===== src/rtl/exe_stage_mdu_if.sv =====
// ID/EXE/MEM handshake, payload and bypass bundle for the EXE stage.
// The stage connects through the slave modport; its environment uses master.
interface exe_stage_mdu_if #(
    parameter int unsigned XLEN   = 32,
    parameter int unsigned ADDR_W = 32
);
    logic                id_to_exe_valid;
    logic                exe_allow_in;
    logic                mem_allow_in;
    logic                exe_to_mem_valid;
    logic [31:0]         in_pc;
    logic [4:0]          in_op;
    logic [XLEN-1:0]     in_src1;
    logic [XLEN-1:0]     in_src2;
    logic [XLEN-1:0]     in_store_data;
    logic                in_reg_we;
    logic [4:0]          in_reg_waddr;
    logic                in_mem_en;
    logic                in_mem_store;
    logic [1:0]          in_mem_size;
    logic [31:0]         out_pc;
    logic [XLEN-1:0]     out_result;
    logic                out_res_from_mem;
    logic                out_reg_we;
    logic [4:0]          out_reg_waddr;
    logic [1:0]          out_mem_size;
    logic                out_ale;
    logic                data_sram_en;
    logic [XLEN/8-1:0]   data_sram_we;
    logic [ADDR_W-1:0]   data_sram_addr;
    logic [XLEN-1:0]     data_sram_wdata;
    logic                exe_valid;
    logic                exe_fwd_we;
    logic [4:0]          exe_fwd_waddr;
    logic [XLEN-1:0]     exe_fwd_data;
    logic                exe_fwd_busy;

    modport slave (
        input  id_to_exe_valid, mem_allow_in, in_pc, in_op, in_src1, in_src2, in_store_data,
               in_reg_we, in_reg_waddr, in_mem_en, in_mem_store, in_mem_size,
        output exe_allow_in, exe_to_mem_valid, out_pc, out_result, out_res_from_mem,
               out_reg_we, out_reg_waddr, out_mem_size, out_ale, data_sram_en, data_sram_we,
               data_sram_addr, data_sram_wdata, exe_valid, exe_fwd_we, exe_fwd_waddr,
               exe_fwd_data, exe_fwd_busy
    );

    modport master (
        output id_to_exe_valid, mem_allow_in, in_pc, in_op, in_src1, in_src2, in_store_data,
               in_reg_we, in_reg_waddr, in_mem_en, in_mem_store, in_mem_size,
        input  exe_allow_in, exe_to_mem_valid, out_pc, out_result, out_res_from_mem,
               out_reg_we, out_reg_waddr, out_mem_size, out_ale, data_sram_en, data_sram_we,
               data_sram_addr, data_sram_wdata, exe_valid, exe_fwd_we, exe_fwd_waddr,
               exe_fwd_data, exe_fwd_busy
    );
endinterface


===== src/rtl/exe_stage_mdu.sv =====
// EXE pipeline stage: single-cycle ALU/multiplier, iterative restoring divider,
// store lane alignment with misalignment detection, and bypass/hazard outputs to ID.
module exe_stage_mdu #(
    parameter int unsigned XLEN   = 32,
    parameter int unsigned ADDR_W = 32
) (
    input  logic           clk,
    input  logic           reset,
    exe_stage_mdu_if.slave bus
);
    localparam int unsigned Lanes = XLEN / 8;
    localparam int unsigned LaneW = $clog2(Lanes);
    localparam int unsigned ShW   = $clog2(XLEN);
    localparam int unsigned CntW  = $clog2(XLEN) + 1;

    localparam logic [4:0] OpAdd = 5'd0,  OpSub = 5'd1,   OpSlt = 5'd2,   OpSltu = 5'd3;
    localparam logic [4:0] OpAnd = 5'd4,  OpOr  = 5'd5,   OpXor = 5'd6,   OpNor  = 5'd7;
    localparam logic [4:0] OpSll = 5'd8,  OpSrl = 5'd9,   OpSra = 5'd10,  OpPass = 5'd11;
    localparam logic [4:0] OpMul = 5'd12, OpMulh = 5'd13, OpMulhu = 5'd14;
    localparam logic [4:0] OpDiv = 5'd15, OpDivu = 5'd16, OpMod = 5'd17,  OpModu = 5'd18;

    typedef enum logic [1:0] {StIdle, StBusy, StDone} div_state_e;

    logic            valid_q;
    logic [31:0]     pc_q;
    logic [4:0]      op_q;
    logic [XLEN-1:0] src1_q, src2_q, store_data_q;
    logic            reg_we_q, mem_en_q, mem_store_q;
    logic [4:0]      reg_waddr_q;
    logic [1:0]      mem_size_q;

    logic ready_go, allow_in, is_div;

    div_state_e      div_state_q, div_state_d;
    logic [CntW-1:0] cnt_q, cnt_d;
    logic [XLEN-1:0] quot_q, quot_d, rem_q, rem_d, divisor_q, divisor_d;
    logic            quot_neg_q, quot_neg_d, rem_neg_q, rem_neg_d, div_zero_q, div_zero_d;
    logic [XLEN:0]   rem_shift, rem_sub;
    logic            sign1, sign2;

    logic [XLEN-1:0]   sum, mul_hi_u, mul_hi_s, quot_res, rem_res, result;
    logic [2*XLEN-1:0] prod;
    logic [ShW-1:0]    shamt;

    logic             misalign, ale, mem_go;
    logic [Lanes-1:0] base_mask, mask;
    logic [XLEN-1:0]  wdata;
    logic [LaneW-1:0] offset;

    assign is_div   = (op_q >= OpDiv) && (op_q <= OpModu);
    assign ready_go = !is_div || (div_state_q == StDone);
    assign allow_in = !valid_q || (ready_go && bus.mem_allow_in);

    always_ff @(posedge clk) begin
        if (reset) begin
            valid_q <= 1'b0;
        end else if (allow_in) begin
            valid_q <= bus.id_to_exe_valid;
        end
    end

    always_ff @(posedge clk) begin
        if (allow_in && bus.id_to_exe_valid) begin
            pc_q         <= bus.in_pc;
            op_q         <= bus.in_op;
            src1_q       <= bus.in_src1;
            src2_q       <= bus.in_src2;
            store_data_q <= bus.in_store_data;
            reg_we_q     <= bus.in_reg_we;
            reg_waddr_q  <= bus.in_reg_waddr;
            mem_en_q     <= bus.in_mem_en;
            mem_store_q  <= bus.in_mem_store;
            mem_size_q   <= bus.in_mem_size;
        end
    end

    // One unsigned multiplier; the signed high half is corrected from the unsigned one.
    assign sum      = src1_q + src2_q;
    assign shamt    = src2_q[ShW-1:0];
    assign prod     = {{XLEN{1'b0}}, src1_q} * {{XLEN{1'b0}}, src2_q};
    assign mul_hi_u = prod[2*XLEN-1:XLEN];
    assign mul_hi_s = mul_hi_u - (src1_q[XLEN-1] ? src2_q : '0)
                               - (src2_q[XLEN-1] ? src1_q : '0);

    // Divider: the dividend magnitude shifts out of quot_q as quotient bits shift in.
    assign rem_shift = {rem_q, quot_q[XLEN-1]};
    assign rem_sub   = rem_shift - {1'b0, divisor_q};
    assign sign1     = ((op_q == OpDiv) || (op_q == OpMod)) && src1_q[XLEN-1];
    assign sign2     = ((op_q == OpDiv) || (op_q == OpMod)) && src2_q[XLEN-1];

    always_comb begin
        div_state_d = div_state_q;
        cnt_d       = cnt_q;
        quot_d      = quot_q;
        rem_d       = rem_q;
        divisor_d   = divisor_q;
        quot_neg_d  = quot_neg_q;
        rem_neg_d   = rem_neg_q;
        div_zero_d  = div_zero_q;
        case (div_state_q)
            StIdle: begin
                if (valid_q && is_div) begin
                    quot_d      = sign1 ? -src1_q : src1_q;
                    divisor_d   = sign2 ? -src2_q : src2_q;
                    rem_d       = '0;
                    cnt_d       = CntW'(XLEN);
                    quot_neg_d  = sign1 ^ sign2;
                    rem_neg_d   = sign1;
                    div_zero_d  = (src2_q == '0);
                    div_state_d = (src2_q == '0) ? StDone : StBusy;
                end
            end
            StBusy: begin
                if (!rem_sub[XLEN]) begin
                    rem_d  = rem_sub[XLEN-1:0];
                    quot_d = {quot_q[XLEN-2:0], 1'b1};
                end else begin
                    rem_d  = rem_shift[XLEN-1:0];
                    quot_d = {quot_q[XLEN-2:0], 1'b0};
                end
                cnt_d = cnt_q - CntW'(1);
                if (cnt_q == CntW'(1)) begin
                    div_state_d = StDone;
                end
            end
            StDone: begin
                if (bus.mem_allow_in) begin
                    div_state_d = StIdle;
                end
            end
            default: div_state_d = StIdle;
        endcase
    end

    always_ff @(posedge clk) begin
        if (reset) begin
            div_state_q <= StIdle;
            cnt_q       <= '0;
        end else begin
            div_state_q <= div_state_d;
            cnt_q       <= cnt_d;
        end
    end

    always_ff @(posedge clk) begin
        quot_q     <= quot_d;
        rem_q      <= rem_d;
        divisor_q  <= divisor_d;
        quot_neg_q <= quot_neg_d;
        rem_neg_q  <= rem_neg_d;
        div_zero_q <= div_zero_d;
    end

    assign quot_res = div_zero_q ? '1 : (quot_neg_q ? -quot_q : quot_q);
    assign rem_res  = div_zero_q ? src1_q : (rem_neg_q ? -rem_q : rem_q);

    always_comb begin
        result = '0;
        case (op_q)
            OpAdd:   result = sum;
            OpSub:   result = src1_q - src2_q;
            OpSlt:   result = XLEN'($signed(src1_q) < $signed(src2_q));
            OpSltu:  result = XLEN'(src1_q < src2_q);
            OpAnd:   result = src1_q & src2_q;
            OpOr:    result = src1_q | src2_q;
            OpXor:   result = src1_q ^ src2_q;
            OpNor:   result = ~(src1_q | src2_q);
            OpSll:   result = src1_q << shamt;
            OpSrl:   result = src1_q >> shamt;
            OpSra:   result = $unsigned($signed(src1_q) >>> shamt);
            OpPass:  result = src2_q;
            OpMul:   result = prod[XLEN-1:0];
            OpMulh:  result = mul_hi_s;
            OpMulhu: result = mul_hi_u;
            OpDiv, OpDivu: result = quot_res;
            OpMod, OpModu: result = rem_res;
            default: result = '0;
        endcase
    end

    assign offset = sum[LaneW-1:0];

    always_comb begin
        misalign  = 1'b0;
        base_mask = '0;
        wdata     = '0;
        case (mem_size_q)
            2'd0: begin
                base_mask = Lanes'(1);
                wdata     = {Lanes{store_data_q[7:0]}};
            end
            2'd1: begin
                misalign  = sum[0];
                base_mask = Lanes'(3);
                wdata     = {(Lanes/2){store_data_q[15:0]}};
            end
            2'd2: begin
                misalign  = |sum[1:0];
                base_mask = Lanes'(15);
                wdata     = {(XLEN/32){store_data_q[31:0]}};
            end
            default: begin
                misalign  = |sum[2:0];
                base_mask = '1;
                wdata     = store_data_q;
            end
        endcase
    end

    assign ale  = mem_en_q && misalign;
    assign mask = base_mask << offset;
    // The request fires only in the cycle the instruction advances, so MEM stalls never repeat it.
    assign mem_go = valid_q && mem_en_q && !ale && bus.mem_allow_in;

    assign bus.exe_allow_in     = allow_in;
    assign bus.exe_to_mem_valid = valid_q && ready_go;
    assign bus.exe_valid        = valid_q;
    assign bus.out_pc           = pc_q;
    assign bus.out_result       = result;
    assign bus.out_res_from_mem = mem_en_q && !mem_store_q;
    assign bus.out_reg_we       = reg_we_q;
    assign bus.out_reg_waddr    = reg_waddr_q;
    assign bus.out_mem_size     = mem_size_q;
    assign bus.out_ale          = ale;
    assign bus.data_sram_en     = mem_go;
    assign bus.data_sram_we     = (mem_go && mem_store_q) ? mask : '0;
    assign bus.data_sram_addr   = mem_go ? ADDR_W'(sum) : '0;
    assign bus.data_sram_wdata  = wdata;
    assign bus.exe_fwd_we       = valid_q && reg_we_q && !ale;
    assign bus.exe_fwd_waddr    = reg_waddr_q;
    assign bus.exe_fwd_data     = result;
    assign bus.exe_fwd_busy     = valid_q && reg_we_q && ((mem_en_q && !mem_store_q) || !ready_go);
endmodule

===== src/flat_wrapper.sv =====
// flat-port wrapper written by rule: the top's interface ports become plain ports
module exe_stage_mdu_flat 
#(
    parameter int unsigned XLEN   = 32,
    parameter int unsigned ADDR_W = 32
)
  (clk, reset, bus_id_to_exe_valid, bus_mem_allow_in, bus_in_pc, bus_in_op, bus_in_src1, bus_in_src2, bus_in_store_data, bus_in_reg_we, bus_in_reg_waddr, bus_in_mem_en, bus_in_mem_store, bus_in_mem_size, bus_exe_allow_in, bus_exe_to_mem_valid, bus_out_pc, bus_out_result, bus_out_res_from_mem, bus_out_reg_we, bus_out_reg_waddr, bus_out_mem_size, bus_out_ale, bus_data_sram_en, bus_data_sram_we, bus_data_sram_addr, bus_data_sram_wdata, bus_exe_valid, bus_exe_fwd_we, bus_exe_fwd_waddr, bus_exe_fwd_data, bus_exe_fwd_busy);
  exe_stage_mdu_if #(.XLEN(XLEN), .ADDR_W(ADDR_W)) bus_i ();
  input  logic clk;
  input  logic reset;
  input wire logic [$bits(bus_i.id_to_exe_valid)-1:0] bus_id_to_exe_valid;
  input wire logic [$bits(bus_i.mem_allow_in)-1:0] bus_mem_allow_in;
  input wire logic [$bits(bus_i.in_pc)-1:0] bus_in_pc;
  input wire logic [$bits(bus_i.in_op)-1:0] bus_in_op;
  input wire logic [$bits(bus_i.in_src1)-1:0] bus_in_src1;
  input wire logic [$bits(bus_i.in_src2)-1:0] bus_in_src2;
  input wire logic [$bits(bus_i.in_store_data)-1:0] bus_in_store_data;
  input wire logic [$bits(bus_i.in_reg_we)-1:0] bus_in_reg_we;
  input wire logic [$bits(bus_i.in_reg_waddr)-1:0] bus_in_reg_waddr;
  input wire logic [$bits(bus_i.in_mem_en)-1:0] bus_in_mem_en;
  input wire logic [$bits(bus_i.in_mem_store)-1:0] bus_in_mem_store;
  input wire logic [$bits(bus_i.in_mem_size)-1:0] bus_in_mem_size;
  output wire logic [$bits(bus_i.exe_allow_in)-1:0] bus_exe_allow_in;
  output wire logic [$bits(bus_i.exe_to_mem_valid)-1:0] bus_exe_to_mem_valid;
  output wire logic [$bits(bus_i.out_pc)-1:0] bus_out_pc;
  output wire logic [$bits(bus_i.out_result)-1:0] bus_out_result;
  output wire logic [$bits(bus_i.out_res_from_mem)-1:0] bus_out_res_from_mem;
  output wire logic [$bits(bus_i.out_reg_we)-1:0] bus_out_reg_we;
  output wire logic [$bits(bus_i.out_reg_waddr)-1:0] bus_out_reg_waddr;
  output wire logic [$bits(bus_i.out_mem_size)-1:0] bus_out_mem_size;
  output wire logic [$bits(bus_i.out_ale)-1:0] bus_out_ale;
  output wire logic [$bits(bus_i.data_sram_en)-1:0] bus_data_sram_en;
  output wire logic [$bits(bus_i.data_sram_we)-1:0] bus_data_sram_we;
  output wire logic [$bits(bus_i.data_sram_addr)-1:0] bus_data_sram_addr;
  output wire logic [$bits(bus_i.data_sram_wdata)-1:0] bus_data_sram_wdata;
  output wire logic [$bits(bus_i.exe_valid)-1:0] bus_exe_valid;
  output wire logic [$bits(bus_i.exe_fwd_we)-1:0] bus_exe_fwd_we;
  output wire logic [$bits(bus_i.exe_fwd_waddr)-1:0] bus_exe_fwd_waddr;
  output wire logic [$bits(bus_i.exe_fwd_data)-1:0] bus_exe_fwd_data;
  output wire logic [$bits(bus_i.exe_fwd_busy)-1:0] bus_exe_fwd_busy;
  assign bus_i.id_to_exe_valid = bus_id_to_exe_valid;
  assign bus_i.mem_allow_in = bus_mem_allow_in;
  assign bus_i.in_pc = bus_in_pc;
  assign bus_i.in_op = bus_in_op;
  assign bus_i.in_src1 = bus_in_src1;
  assign bus_i.in_src2 = bus_in_src2;
  assign bus_i.in_store_data = bus_in_store_data;
  assign bus_i.in_reg_we = bus_in_reg_we;
  assign bus_i.in_reg_waddr = bus_in_reg_waddr;
  assign bus_i.in_mem_en = bus_in_mem_en;
  assign bus_i.in_mem_store = bus_in_mem_store;
  assign bus_i.in_mem_size = bus_in_mem_size;
  assign bus_exe_allow_in = bus_i.exe_allow_in;
  assign bus_exe_to_mem_valid = bus_i.exe_to_mem_valid;
  assign bus_out_pc = bus_i.out_pc;
  assign bus_out_result = bus_i.out_result;
  assign bus_out_res_from_mem = bus_i.out_res_from_mem;
  assign bus_out_reg_we = bus_i.out_reg_we;
  assign bus_out_reg_waddr = bus_i.out_reg_waddr;
  assign bus_out_mem_size = bus_i.out_mem_size;
  assign bus_out_ale = bus_i.out_ale;
  assign bus_data_sram_en = bus_i.data_sram_en;
  assign bus_data_sram_we = bus_i.data_sram_we;
  assign bus_data_sram_addr = bus_i.data_sram_addr;
  assign bus_data_sram_wdata = bus_i.data_sram_wdata;
  assign bus_exe_valid = bus_i.exe_valid;
  assign bus_exe_fwd_we = bus_i.exe_fwd_we;
  assign bus_exe_fwd_waddr = bus_i.exe_fwd_waddr;
  assign bus_exe_fwd_data = bus_i.exe_fwd_data;
  assign bus_exe_fwd_busy = bus_i.exe_fwd_busy;
  exe_stage_mdu #(.XLEN(XLEN), .ADDR_W(ADDR_W)) u_core (.clk(clk), .reset(reset), .bus(bus_i));
endmodule

===== config.mk =====
export PLATFORM = sky130hd
export DESIGN_NAME = exe_stage_mdu_flat
export DESIGN_NICKNAME = d
export VERILOG_FILES = /design/src/rtl/exe_stage_mdu_if.sv /design/src/rtl/exe_stage_mdu.sv /design/src/flat_wrapper.sv
export SDC_FILE = /design/constraint.sdc
export NUM_CORES = 2
export LEC_CHECK = 0
export CAP_MARGIN = 10
export CORE_MARGIN = 2
export CORE_UTILIZATION = 45
export DETAILED_ROUTE_END_ITERATION = 10
export GPL_TIMING_DRIVEN = 0
export PLACE_DENSITY = 0.62
export SLEW_MARGIN = 20
export SYNTH_ARGS = -nofsm -noshare
export SYNTH_HDL_FRONTEND = slang
export SYNTH_SLANG_ARGS = --single-unit

===== constraint.sdc =====
create_clock -name clk -period 17.92 [get_ports clk]
set_input_delay 3.584 -clock clk [delete_from_list [all_inputs] [get_ports clk]]
set_output_delay 3.584 -clock clk [all_outputs]
set_load 0.05 [all_outputs]

==> run_summary.xml <==
<?xml version="1.0" encoding="UTF-8"?>
<metrics>
  <group name="cells_and_area">
    <metric name="mostFrequentLayoutCell" unit="">inv_1</metric>
    <metric name="layout.cell_area.non_filler" unit="um^2">66200</metric>
    <metric name="final_net_count" unit="">8717</metric>
    <metric name="post_route_cells_drive_above_1_share" unit="%">7.51</metric>
    <metric name="layout.core_utilization" unit="%">51.7</metric>
    <metric name="area_growth_syn_to_layout" unit="%">13.8</metric>
    <metric name="filler_cell_count" unit="">12400</metric>
    <metric name="mostFrequentLayoutCells" unit="">1070 x inv_1, 929 x fa_1, 894 x nor2_1</metric>
  </group>
  <group name="synth">
    <metric name="synthesis.nets" unit="">8294</metric>
    <metric name="netlist.top_cell.by_area" unit="">fa_1</metric>
    <metric name="synth_top_cell_area_share" unit="%">32.0</metric>
    <metric name="cell_area_after_synthesis" unit="um^2">58200</metric>
    <metric name="ys_top_cells_by_area" unit="">fa_1 32%, edfxtp_1 12%, ha_1 9.3%</metric>
    <metric name="synthCells" unit="">6786</metric>
    <metric name="synth_sequential_area_ratio" unit="%">12.8</metric>
    <metric name="synthDistinctLibCells" unit="">94</metric>
    <metric name="postSynth.asyncResetShare" unit="%">0</metric>
    <metric name="syn_area_per_cell" unit="um^2">8.58</metric>
    <metric name="yosys_warnings" unit="">0</metric>
    <metric name="synth-main-ff-cell" unit="">edfxtp_1</metric>
    <metric name="synth-edff-count" unit="">242</metric>
    <metric name="synth.ff_latch_count" unit="">251</metric>
  </group>
  <group name="timing">
    <metric name="layout_setup_ws" unit="ns">0.0171</metric>
    <metric name="layout_min_cycle_time" unit="ns">17.90</metric>
    <metric name="slew_headroom" unit="%">2.65</metric>
    <metric name="maximum_clock_skew_at_final_layout" unit="ns">0.0473</metric>
    <metric name="maxSlewViolCount" unit="">0</metric>
    <metric name="worst_pin_slew" unit="ns">1.46</metric>
    <metric name="rsz0062_at_grt" unit="">yes</metric>
    <metric name="setup_total_negative_slack" unit="ns">0</metric>
    <metric name="final_hold_viol_count" unit="">0</metric>
    <metric name="maxClockFrequency" unit="GHz">0.0559</metric>
    <metric name="report.final.setup_viol" unit="">0</metric>
    <metric name="layout_worst_path_cycle_share" unit="%">99.9</metric>
  </group>
  <group name="clock_tree">
    <metric name="cts_hold_buffers" unit="">0</metric>
    <metric name="cts_root_buf" unit="">clkbuf_16</metric>
    <metric name="cts_buffers" unit="">29</metric>
    <metric name="clk_transition_reported_paths" unit="ns">0.07</metric>
    <metric name="worstSkewPairLatency" unit="ns">0.64</metric>
    <metric name="cts_buffer_depth" unit="">3</metric>
    <metric name="clock_sink_count" unit="">251</metric>
    <metric name="clock_tree_from_tritoncts" unit="">built</metric>
    <metric name="cts-htree-levels" unit="">1</metric>
  </group>
  <group name="floorplanning">
    <metric name="core" unit="um^2">128000</metric>
    <metric name="fp.dieArea" unit="um^2">132000</metric>
    <metric name="rows" unit="">131</metric>
    <metric name="num_io_pins" unit="">332</metric>
    <metric name="fp.dieH" unit="um">364</metric>
    <metric name="initial_utilization" unit="%">45.5</metric>
    <metric name="die-width" unit="um">364</metric>
  </group>
  <group name="setup_path">
    <metric name="timing.critical_path.slowest_stage_cell" unit="">clkdlybuf4s50_1</metric>
    <metric name="critPathLaunch" unit="">u_core.src1_q[3]$_DFFE_PP_</metric>
    <metric name="worstPathRequired" unit="ns">14.34</metric>
    <metric name="worstSetupStartpointType" unit="">register</metric>
    <metric name="crit_path_frequent_cell" unit="">fa_1</metric>
    <metric name="r2r_start" unit="">u_core.src2_q[1]$_DFFE_PP_</metric>
    <metric name="critical_path.max_fanout" unit="">10</metric>
    <metric name="critPathMaxStageDelay" unit="ns">0.69</metric>
    <metric name="critical_path_class" unit="">register to primary output</metric>
    <metric name="crit_path_end_kind" unit="">primary output</metric>
    <metric name="arrival" unit="ns">14.32</metric>
  </group>
  <group name="route">
    <metric name="detailedRoute.firstIterationViolations" unit="">8128</metric>
    <metric name="num_vias" unit="">57100</metric>
    <metric name="via_per_inst" unit="">6.36</metric>
    <metric name="totalWireLength" unit="um">325000</metric>
    <metric name="antenna_violating_nets_post_route" unit="">0</metric>
    <metric name="drt_pre_antenna_iters" unit="">8</metric>
    <metric name="drc_viols" unit="">0</metric>
    <metric name="wl_per_cell" unit="um">36.1</metric>
  </group>
  <group name="global_routing">
    <metric name="grt_max_degree" unit="">53</metric>
    <metric name="grt_pass1_vias" unit="">55800</metric>
    <metric name="grt_remaining_overflow" unit="">0</metric>
    <metric name="grt.total_usage" unit="%">48.7</metric>
    <metric name="grt_antenna_before_repair" unit="">33</metric>
    <metric name="first_pass_grt_wire_length" unit="um">441000</metric>
  </group>
  <group name="place">
    <metric name="port_buffer_count" unit="">330</metric>
    <metric name="postPlaceCellArea" unit="um^2">64100</metric>
    <metric name="finalWeightedCongestion" unit="">1.16</metric>
    <metric name="place.detailed.hpwl" unit="um">265000</metric>
    <metric name="post-place-ws" unit="ns">-2.76</metric>
  </group>
  <group name="job">
    <metric name="max_cap_viol_count" unit="">0</metric>
  </group>
  <group name="min_path">
    <metric name="launch_point_of_the_worst_hold_path" unit="">u_core.cnt_q[1]$_SDFFE_PP0P_</metric>
    <metric name="min-delay-path-class" unit="">register to register</metric>
  </group>
  <group name="status">
    <metric name="status" unit="">finished, final reports clean</metric>
  </group>
</metrics>
==> worst max-delay path: cells and delay by family, from the launching register on <==
family                   cells  cell delay, ns
AO/OA/AOI/OAI                9            2.65
XOR/XNOR                     1            0.36
adder cells (fa/ha/maj)     11            5.01
buffers and inverters       10            3.14
flip-flops                   1            0.61
multiplexers                 1            0.22
AND/OR/NAND/NOR              5            1.68
==> flip-flops by register name, summed over array words and instances, names as in the netlist, 5 cells and up <==
| signal | flops |
|---|---|
| u_core.divisor_q | 32 |
| u_core.cnt_q | 6 |
| u_core.rem_q | 32 |
| u_core.quot_q | 32 |
| u_core.src2_q | 32 |
| u_core.op_q | 5 |
| u_core.bus.exe_fwd_waddr | 5 |
| u_core.store_data_q | 32 |
| u_core.bus.out_pc | 32 |
| u_core.src1_q | 32 |
==> kinds of logic (layout without fill, tap and decap cells) <==
| kind of cell | count (synthesis) | after routing | share of synthesized area, % |
|---|---|---|---|
| and+or+nand+nor | 2016 | 2016 | 14.5 |
| buffers and inverters | 1573 | 2019 | 10.5 |
| adders and majority gates | 1361 | 1361 | 41.2 |
| AOI/OAI and AO/OA | 1158 | 1158 | 13.1 |
| xor gates and xnor gates | 265 | 265 | 3.99 |
| DFF | 251 | 251 | 12.8 |
| muxes | 162 | 162 | 3.88 |
| other | 0 | 22 | 0 |
==> layout make-up <==
cell class | instances | area, um^2 | share of cell area, %
buffer | 442 | 2280 | 3.44
timing repair buffer | 410 | 4120 | 6.23
clock buffer | 31 | 733 | 1.11
clock inverter | 23 | 184 | 0.278
inverter | 1111 | 4280 | 6.45
tap | 1729 | 2160 | 3.27
timing repair inverter | 2 | 10.0 | 0.0151
sequential | 251 | 7450 | 11.2
antenna | 22 | 55.1 | 0.0831
multi-input combinational | 4962 | 45000 | 67.9
==> stage by stage <==
stage,hold WS [ns],instances
floorplan,0.477,6786
global placement,0.501,8845
detailed placement,0.530,8861
CTS,0.545,8935
global route,0.615,8966
finish,0.542,8983
==> routing by layer <==
layer  vias to the layer above  GRT usage (%)  routed length, um
li1                      22900              -                  -
met1                     28600           61.4             119000
met2                      4492           67.2             128000
met3                      1122           19.7              47300
met4                        32           34.6              29400
met5                         -          0.763                475
==> final timing paths <==
check | endpoint | slack (ns) | depth (start not counted)
hold / removal | u_core.cnt_q[1]$_SDFFE_PP0P_ | 0.54 | 2
setup reg to reg | u_core.div_state_q[1]$_SDFFE_PP0P_ | 12.28 | 14
setup / recovery | bus_out_result[27] | 0.02 | 37
hold reg to reg | u_core.cnt_q[1]$_SDFFE_PP0P_ | 0.54 | 2
==> synthesized netlist by cell type (17+ instances only) <==
library cell     n
or4_1           17
xor2_1          72
a22oi_1         22
clkbuf_1       298
mux2i_1         94
a21oi_1        283
o21a_1          29
nor3_1          64
or3_1           20
xnor2_1        193
o21ai_0        275
o211ai_1        41
buf_4           49
buf_1          100
ha_1           432
o21bai_1        39
mux2_2          19
o2111ai_1       24
nand2_1        755
a31oi_1         33
nor2b_1         25
mux4_2          49
and3_1          19
inv_1         1088
o41ai_1         24
nor2_1         896
a21o_1          85
nand3_1         68
clkinv_1        18
o31ai_1         46
a221oi_1        28
o221ai_1        25
and2_1          21
nor4_1          25
fa_1           929
nand2b_1        30
a211oi_1        42
nand4_1         36
edfxtp_1       242
o22ai_1         18
==> what timing repair did <==
action / in CTS / in global routing
gates cloned: 1 / 1
buffers inserted: 33 / 30
gates resized for setup: 209 / 142
pin swaps: 2 / 4
setup endpoints to repair: 64 / 42
Power is left out: the tool's default activity adds up to more than one toggle a clock period on the data nets, which glitch-free logic cannot reach.
